## src/rtl/zclk_sched_pkg.sv

```systemverilog
// Shared types and constants for the Z80 clock sequencer and its slot decoder.
package zclk_sched_pkg;

    typedef logic [1:0] turbo_t;

    // turbo_req / turbo_cur encodings; 2'b11 also selects 14 MHz
    localparam turbo_t TURBO_3M5 = 2'b00;
    localparam turbo_t TURBO_7M  = 2'b01;
    localparam turbo_t TURBO_14M = 2'b10;

    localparam int unsigned StallCntW = 8;

    typedef enum logic [1:0] {
        Mode3m5,
        Mode7m,
        Mode14m
    } mode_e;

    // Any value with bit 1 set selects 14 MHz.
    function automatic mode_e turbo_to_mode(turbo_t t);
        if (t[1]) begin
            return Mode14m;
        end else if (t[0]) begin
            return Mode7m;
        end
        return Mode3m5;
    endfunction

endpackage

```

## src/rtl/zclk_sched_if.sv

```systemverilog
// Phase strobes, mode/wait requests and CPU clock outputs of the clock sequencer.
interface zclk_sched_if;
    import zclk_sched_pkg::*;

    logic   c0;
    logic   c1;
    logic   c2;
    logic   c3;
    turbo_t turbo_req;
    logic   wait_req;
    logic   zclk;
    logic   zpos;
    logic   zneg;
    turbo_t turbo_cur;
    logic   stalled;
    logic   wait_tmo;

    modport master (
        output c0, c1, c2, c3, turbo_req, wait_req,
        input  zclk, zpos, zneg, turbo_cur, stalled, wait_tmo
    );

    modport slave (
        input  c0, c1, c2, c3, turbo_req, wait_req,
        output zclk, zpos, zneg, turbo_cur, stalled, wait_tmo
    );

endinterface

```

## src/rtl/zclk_slot_dec.sv

```systemverilog
// Natural CPU clock edge slots for the current 7 MHz phase and turbo mode.
// Purely combinational so the memory arbiter can reuse it to predict CPU edges.
module zclk_slot_dec
    import zclk_sched_pkg::*;
(
    input  logic   c0,
    input  logic   c1,
    input  logic   c2,
    input  logic   c3,
    input  logic   ph,
    input  turbo_t mode,
    output logic   pos_slot,
    output logic   neg_slot
);

    // Decode rising/falling slot for this clk from phase strobe, ph and mode
    always_comb begin
        pos_slot = 1'b0;
        neg_slot = 1'b0;
        unique case (turbo_to_mode(mode))
            Mode14m: begin
                pos_slot = c0 | c2;
                neg_slot = c1 | c3;
            end
            Mode7m: begin
                pos_slot = c0;
                neg_slot = c2;
            end
            Mode3m5: begin
                pos_slot = c0 & ~ph;
                neg_slot = c0 & ph;
            end
            default: begin
                pos_slot = 1'b0;
                neg_slot = 1'b0;
            end
        endcase
    end

endmodule

```

## src/rtl/zclk_sched.sv

```systemverilog
// Z80 clock sequencer: turbo mode latch, edge strobe generation, wait parking
// and stall watchdog.
module zclk_sched
    import zclk_sched_pkg::*;
#(
    parameter turbo_t      TURBO_RST = TURBO_3M5,
    parameter int unsigned WAIT_MAX  = 255
) (
    input  logic         clk,
    input  logic         rst,
    zclk_sched_if.slave  bus
);

    localparam logic [StallCntW-1:0] WaitMaxC = StallCntW'(WAIT_MAX);
    localparam logic [StallCntW-1:0] CntSat   = '1;

    logic                 ph_q, ph_d;
    turbo_t               cur_q, cur_d;
    logic                 zclk_q, zclk_d;
    logic                 zpos_q, zpos_d;
    logic                 zneg_q, zneg_d;
    logic                 stalled_q, stalled_d;
    logic                 tmo_q, tmo_d;
    logic [StallCntW-1:0] cnt_q, cnt_d;

    logic   at_a;
    turbo_t slot_mode;
    logic   pos_slot;
    logic   neg_slot;

    // Aligned point: the new mode already drives slot decoding in this cycle
    always_comb begin
        at_a      = bus.c0 & ~ph_q;
        slot_mode = at_a ? bus.turbo_req : cur_q;
    end

    zclk_slot_dec u_slot_dec (
        .c0       (bus.c0),
        .c1       (bus.c1),
        .c2       (bus.c2),
        .c3       (bus.c3),
        .ph       (ph_q),
        .mode     (slot_mode),
        .pos_slot (pos_slot),
        .neg_slot (neg_slot)
    );

    // Next-state: strobes gated by the level the clock will hold once pending strobes land
    always_comb begin
        ph_d   = ph_q ^ bus.c3;
        cur_d  = slot_mode;
        zclk_d = zclk_q;
        if (zpos_q) begin
            zclk_d = 1'b1;
        end else if (zneg_q) begin
            zclk_d = 1'b0;
        end
        // zclk_d low also implies no zpos is pending
        zpos_d = pos_slot & ~bus.wait_req & ~zclk_d;
        zneg_d = neg_slot & zclk_d;

        stalled_d = stalled_q;
        if (zpos_d) begin
            stalled_d = 1'b0;
        end else if (pos_slot && bus.wait_req) begin
            stalled_d = 1'b1;
        end

        // Count includes the current stalled cycle, saturating
        cnt_d = '0;
        if (stalled_d) begin
            cnt_d = (cnt_q == CntSat) ? cnt_q : cnt_q + 1'b1;
        end
        tmo_d = stalled_d & (cnt_d >= WaitMaxC);
    end

    // State register with synchronous reset
    always_ff @(posedge clk) begin
        if (rst) begin
            ph_q      <= 1'b0;
            cur_q     <= TURBO_RST;
            zclk_q    <= 1'b0;
            zpos_q    <= 1'b0;
            zneg_q    <= 1'b0;
            stalled_q <= 1'b0;
            tmo_q     <= 1'b0;
            cnt_q     <= '0;
        end else begin
            ph_q      <= ph_d;
            cur_q     <= cur_d;
            zclk_q    <= zclk_d;
            zpos_q    <= zpos_d;
            zneg_q    <= zneg_d;
            stalled_q <= stalled_d;
            tmo_q     <= tmo_d;
            cnt_q     <= cnt_d;
        end
    end

    // Outputs straight from registers
    always_comb begin
        bus.zclk      = zclk_q;
        bus.zpos      = zpos_q;
        bus.zneg      = zneg_q;
        bus.turbo_cur = cur_q;
        bus.stalled   = stalled_q;
        bus.wait_tmo  = tmo_q;
    end

endmodule

```

## src/flat_wrapper.sv

```systemverilog
// flat-port wrapper written by rule: the top's interface ports become plain ports
module zclk_sched_flat import zclk_sched_pkg::*;
#(
    parameter turbo_t      TURBO_RST = TURBO_3M5,
    parameter int unsigned WAIT_MAX  = 255
)
  (clk, rst, bus_c0, bus_c1, bus_c2, bus_c3, bus_turbo_req, bus_wait_req, bus_zclk, bus_zpos, bus_zneg, bus_turbo_cur, bus_stalled, bus_wait_tmo);
  zclk_sched_if bus_i ();
  input  logic clk;
  input  logic rst;
  input wire logic [$bits(bus_i.c0)-1:0] bus_c0;
  input wire logic [$bits(bus_i.c1)-1:0] bus_c1;
  input wire logic [$bits(bus_i.c2)-1:0] bus_c2;
  input wire logic [$bits(bus_i.c3)-1:0] bus_c3;
  input wire logic [$bits(bus_i.turbo_req)-1:0] bus_turbo_req;
  input wire logic [$bits(bus_i.wait_req)-1:0] bus_wait_req;
  output wire logic [$bits(bus_i.zclk)-1:0] bus_zclk;
  output wire logic [$bits(bus_i.zpos)-1:0] bus_zpos;
  output wire logic [$bits(bus_i.zneg)-1:0] bus_zneg;
  output wire logic [$bits(bus_i.turbo_cur)-1:0] bus_turbo_cur;
  output wire logic [$bits(bus_i.stalled)-1:0] bus_stalled;
  output wire logic [$bits(bus_i.wait_tmo)-1:0] bus_wait_tmo;
  assign bus_i.c0 = bus_c0;
  assign bus_i.c1 = bus_c1;
  assign bus_i.c2 = bus_c2;
  assign bus_i.c3 = bus_c3;
  assign bus_i.turbo_req = bus_turbo_req;
  assign bus_i.wait_req = bus_wait_req;
  assign bus_zclk = bus_i.zclk;
  assign bus_zpos = bus_i.zpos;
  assign bus_zneg = bus_i.zneg;
  assign bus_turbo_cur = bus_i.turbo_cur;
  assign bus_stalled = bus_i.stalled;
  assign bus_wait_tmo = bus_i.wait_tmo;
  zclk_sched #(.TURBO_RST(TURBO_RST), .WAIT_MAX(WAIT_MAX)) u_core (.clk(clk), .rst(rst), .bus(bus_i));
endmodule
```

## config.mk

```make
export PLATFORM = sky130hd
export DESIGN_NAME = zclk_sched_flat
export DESIGN_NICKNAME = d
export VERILOG_FILES = /design/src/rtl/zclk_sched_pkg.sv /design/src/rtl/zclk_sched_if.sv /design/src/rtl/zclk_slot_dec.sv /design/src/rtl/zclk_sched.sv /design/src/flat_wrapper.sv
export SDC_FILE = /design/constraint.sdc
export NUM_CORES = 1
export LEC_CHECK = 0
export ABC_AREA = 1
export CORE_MARGIN = 3
export CORE_UTILIZATION = 45
export CTS_BUF_LIST = sky130_fd_sc_hd__clkbuf_16
export CTS_CLUSTER_SIZE = 30
export DETAILED_ROUTE_END_ITERATION = 8
export PLACE_DENSITY_LB_ADDON = 0.12
export SYNTH_ARGS = -nofsm -noshare
export SYNTH_HDL_FRONTEND = slang
export SYNTH_HIERARCHICAL = 1
export SYNTH_SLANG_ARGS = --single-unit
```

## constraint.sdc

```tcl
create_clock -name clk -period 1.8 [get_ports clk]
set_input_delay 0.54 -clock clk [delete_from_list [all_inputs] [get_ports clk]]
set_output_delay 0.54 -clock clk [all_outputs]
set_load 0.1 [all_outputs]
```

==> results of run 1 <==
## cell usage in the layout (no fill, tap or decap), drive strengths merged
cell and count:
ha 1, buf 18, nand2 37, dlygate4sd2 1, a21oi 6, xnor2 1
dlymetal6s2s 1, nor3 1, clkinv 2, nand3 11, o21ai 7, dfxtp 16
a31oi 1, nor2 21, clkdlybuf4s50 4, nand4 2, inv 24, nand3b 2
clkbuf 4
## layer usage
| metal | global-route usage (%) | routed length (um) | vias to the layer above |
|---|---|---|---|
| met2 | 33.3 | 1260 | 34 |
| met3 | 4.45 | 147 | 2 |
| met4 | 9.42 | 17 | 0 |
| met1 | 21.8 | 925 | 423 |
| met5 | 0 | 0 | - |
| li1 | - | - | 470 |
## repair_timing
action | in CTS | in global routing
setup endpoints to repair | 11 | 9
buffers inserted | 4 | 1
resized for setup | 11 | 21
pin swaps | 8 | 13
## final timing paths
path,startpoint,to,slack (ns),cells past startpoint
min reg2reg,u_core/ph_q,u_core/ph_q,0.55,2
max,bus_c0,u_core/bus.wait_tmo,0.08,14
max reg2reg,u_core/ph_q,u_core/bus.wait_tmo,0.08,14
min,u_core/ph_q,u_core/ph_q,0.55,2
## layout make-up
type / instances / area share [%]
timing repair buffer: 25 / 21.6
sequential: 16 / 24.3
inverter: 25 / 6.92
multi-input combinational: 90 / 39.1
clock inverter: 1 / 0.277
tap: 25 / 2.31
clock buffer: 3 / 5.54
## registers in the layout (all words and copies together), names as in the netlist
name,flops
u_core/ph_q,1
u_core/bus.zpos,1
u_core/bus.zneg,1
u_core/bus.stalled,1
u_core/bus.turbo_cur,2
u_core/bus.zclk,1
u_core/cnt_q,8
u_core/bus.wait_tmo,1
## power breakdown
| part | internal [mW] | switching, mW |
|---|---|---|
| registers | 0.372 | 0.0188 |
| logic | 0.125 | 0.181 |
| clock network | 0.294 | 0.136 |
| total | 0.792 | 0.335 |
## stage by stage
| stage | instance area (um2) | hold WS [ns] | power [mW] | TNS [ns] | cells |
|---|---|---|---|---|---|
| finish | 1360 | 0.552 | 1.13 | 0 | 185 |
| global route | 1360 | 0.580 | 1.18 | -0.0508 | 185 |
| CTS | 1310 | 0.541 | 1.11 | 0 | 184 |
| detailed placement | 1180 | 0.528 | 0.650 | -5.44 | 176 |
| global placement | 1180 | 0.525 | 0.647 | -4.66 | 176 |
| floorplan | 900 | 0.495 | 0.550 | 0 | 132 |
## worst reg2reg max path: stages, from the launching register on
cell and delay (ns):
dfxtp_4 0.36, inv_2 0.05, nand2_4 0.09, nand2_2 0.09, o21ai_4 0.07, inv_1 0.08, o21ai_2 0.16, nand2_2 0.10
nand2_2 0.08, nor2_2 0.04, nor2_1 0.10, nand2_1 0.10, nor2_2 0.15, nand3_1 0.09, nor2_1 0.11
## cells by family (layout without fill, tap and decap cells)
kind of cell / count (synthesis) / in the layout / share of synthesized area, %
AOI/OAI and AO/OA: 14 / 14 / 7.97
xor gates and xnor gates: 1 / 1 / 0.979
adders and majority gates: 1 / 1 / 1.40
buffers and inverters: 26 / 54 / 11.0
DFF: 16 / 16 / 35.8
and+or+nand+nor: 74 / 74 / 42.8
==> impl_metrics.env, run 1 <==
export IMPL_startpoint_type="input pin"
export IMPL_die_area_mm2=0.00256
export IMPL_core_mm2=0.00180
export IMPL_drive_gt1_share_pct=33.1
export IMPL_multi_input_area_um2=531
export IMPL_yosysTopAreaCellShare_pct=35.8
export IMPL_cts_tree="built"
export IMPL_antenna_found_initial=0
export IMPL_ys_flop_type="dfxtp_1"
export IMPL_ctsLongestPathBuffers=2
export IMPL_rows=15
export IMPL_nNetsFinal=171
export IMPL_max_slew_margin_pct=82.8
export IMPL_avgSynthCellArea_um2=6.78
export IMPL_dp_hpwl_um=1510
export IMPL_crit_chain="buf_6 -> nand2_4 -> nand2_2 -> o21ai_4 -> inv_1 -> o21ai_2 -> nand2_2 -> nand2_2 -> nor2_2 -> nor2_1 -> nand2_1 -> nor2_2 -> nand3_1 -> nor2_1"
export IMPL_outcome="finished, final reports clean"
export IMPL_tightest_slew_ns=0.255
export IMPL_layout_min_cycle_time_ns=1.72
export IMPL_drv_slew=0
export IMPL_fillers=135
export IMPL_cts_root_buffer="clkbuf_16"
export IMPL_max_stage_delay_ns=0.16
export IMPL_area_growth_pct=51.6
export IMPL_cts_buffers=3
export IMPL_critPathCaptureType="flip-flop"
export IMPL_clk_latency_ns=0.24
export IMPL_yosysTopAreaCell="dfxtp_1"
export IMPL_num_io_pins=16
export IMPL_irDropWorstVdd_mv=0.695
export IMPL_power_density_mw_per_mm2=831
export IMPL_finalClockSkew_ns=0.00282
export IMPL_first_pass_iters=4
export IMPL_syn_num_nets=142
export IMPL_numClockSinks=16
export IMPL_required_ns=1.98
export IMPL_grt_pass1_wl_um=3730
export IMPL_cp_max_fo=4
export IMPL_slowest_stage="o21ai_2"
export IMPL_syn_inst=132
export IMPL_p_leak_nw=0.630
export IMPL_synth_most_common_cell="nand2_1"
export IMPL_crit_type="input pin to flip-flop"
export IMPL_postLayoutSetupSlackWorst_ns=0.0832
export IMPL_arrival_ns=1.90
export IMPL_synth_cell_type_count=21
export IMPL_max_cap_violations=0
export IMPL_finalHoldViolCount=0
export IMPL_synth_commonest_cells="nand2_1, inv_1, nor2_1"
export IMPL_diodes=0
export IMPL_vias_per_cell=5.02
export IMPL_clk_pin_slew_ns=0.05
export IMPL_totalWireLength_um=2350
export IMPL_synthTopCellsByArea="dfxtp_1, nand2_1, inv_1, nor2_1, nand3_1"
export IMPL_drt_iter0_drc=23
export IMPL_cts_max_level=1
export IMPL_synth_edf_count=0
export IMPL_wl_per_cell_um=12.7
export IMPL_die_w_um=50.6
export IMPL_grt_total_usage_pct=19.2
export IMPL_syn_area_um2=895
export IMPL_gp_congestion=0.871
export IMPL_ys_async_sr_fraction_pct=0
export IMPL_ys_seq_area_share_pct=35.8
export IMPL_grt_pass1_vias=886
export IMPL_place_ws_ns=-0.655
export IMPL_grt_overflow=0
export IMPL_setup_viol=0
export IMPL_vias=929
export IMPL_start_util_pct=49.7
export IMPL_hp_class="flip-flop to flip-flop"
export IMPL_ctsHoldBuffers=0
export IMPL_utilization_pct=75.3
export IMPL_grt_max_degree=10
export IMPL_synth_seq_cells=16
export IMPL_yosysWarnings=6
export IMPL_final_seq_area_um2=329
export IMPL_die_h_um=50.6
export IMPL_finalCritPeriodShare_pct=95.4
export IMPL_crit_path_frequent_cell="nand2_2"
export IMPL_fmax_ghz=0.582
export IMPL_drtAntennaViolNets=0
export IMPL_drcViolationCount=0
export IMPL_path_delay_family="simple AND/OR/NAND/NOR gates"
export IMPL_crit_buf_inv=2
export IMPL_io_buffers=15
No activity file was read; power rests on OpenSTA's default activity.
==> run 2, diff against run 1 <==
--- a/config.mk
+++ b/config.mk
@@ -12,6 +12,7 @@
 export CTS_CLUSTER_SIZE = 30
 export DETAILED_ROUTE_END_ITERATION = 8
 export PLACE_DENSITY_LB_ADDON = 0.12
+export SLEW_MARGIN = 20
 export SYNTH_ARGS = -nofsm -noshare
 export SYNTH_HDL_FRONTEND = slang
 export SYNTH_HIERARCHICAL = 1
==> results of run 2 <==
Same layout as run 1: the final DEF is identical, and so are final timing and power.
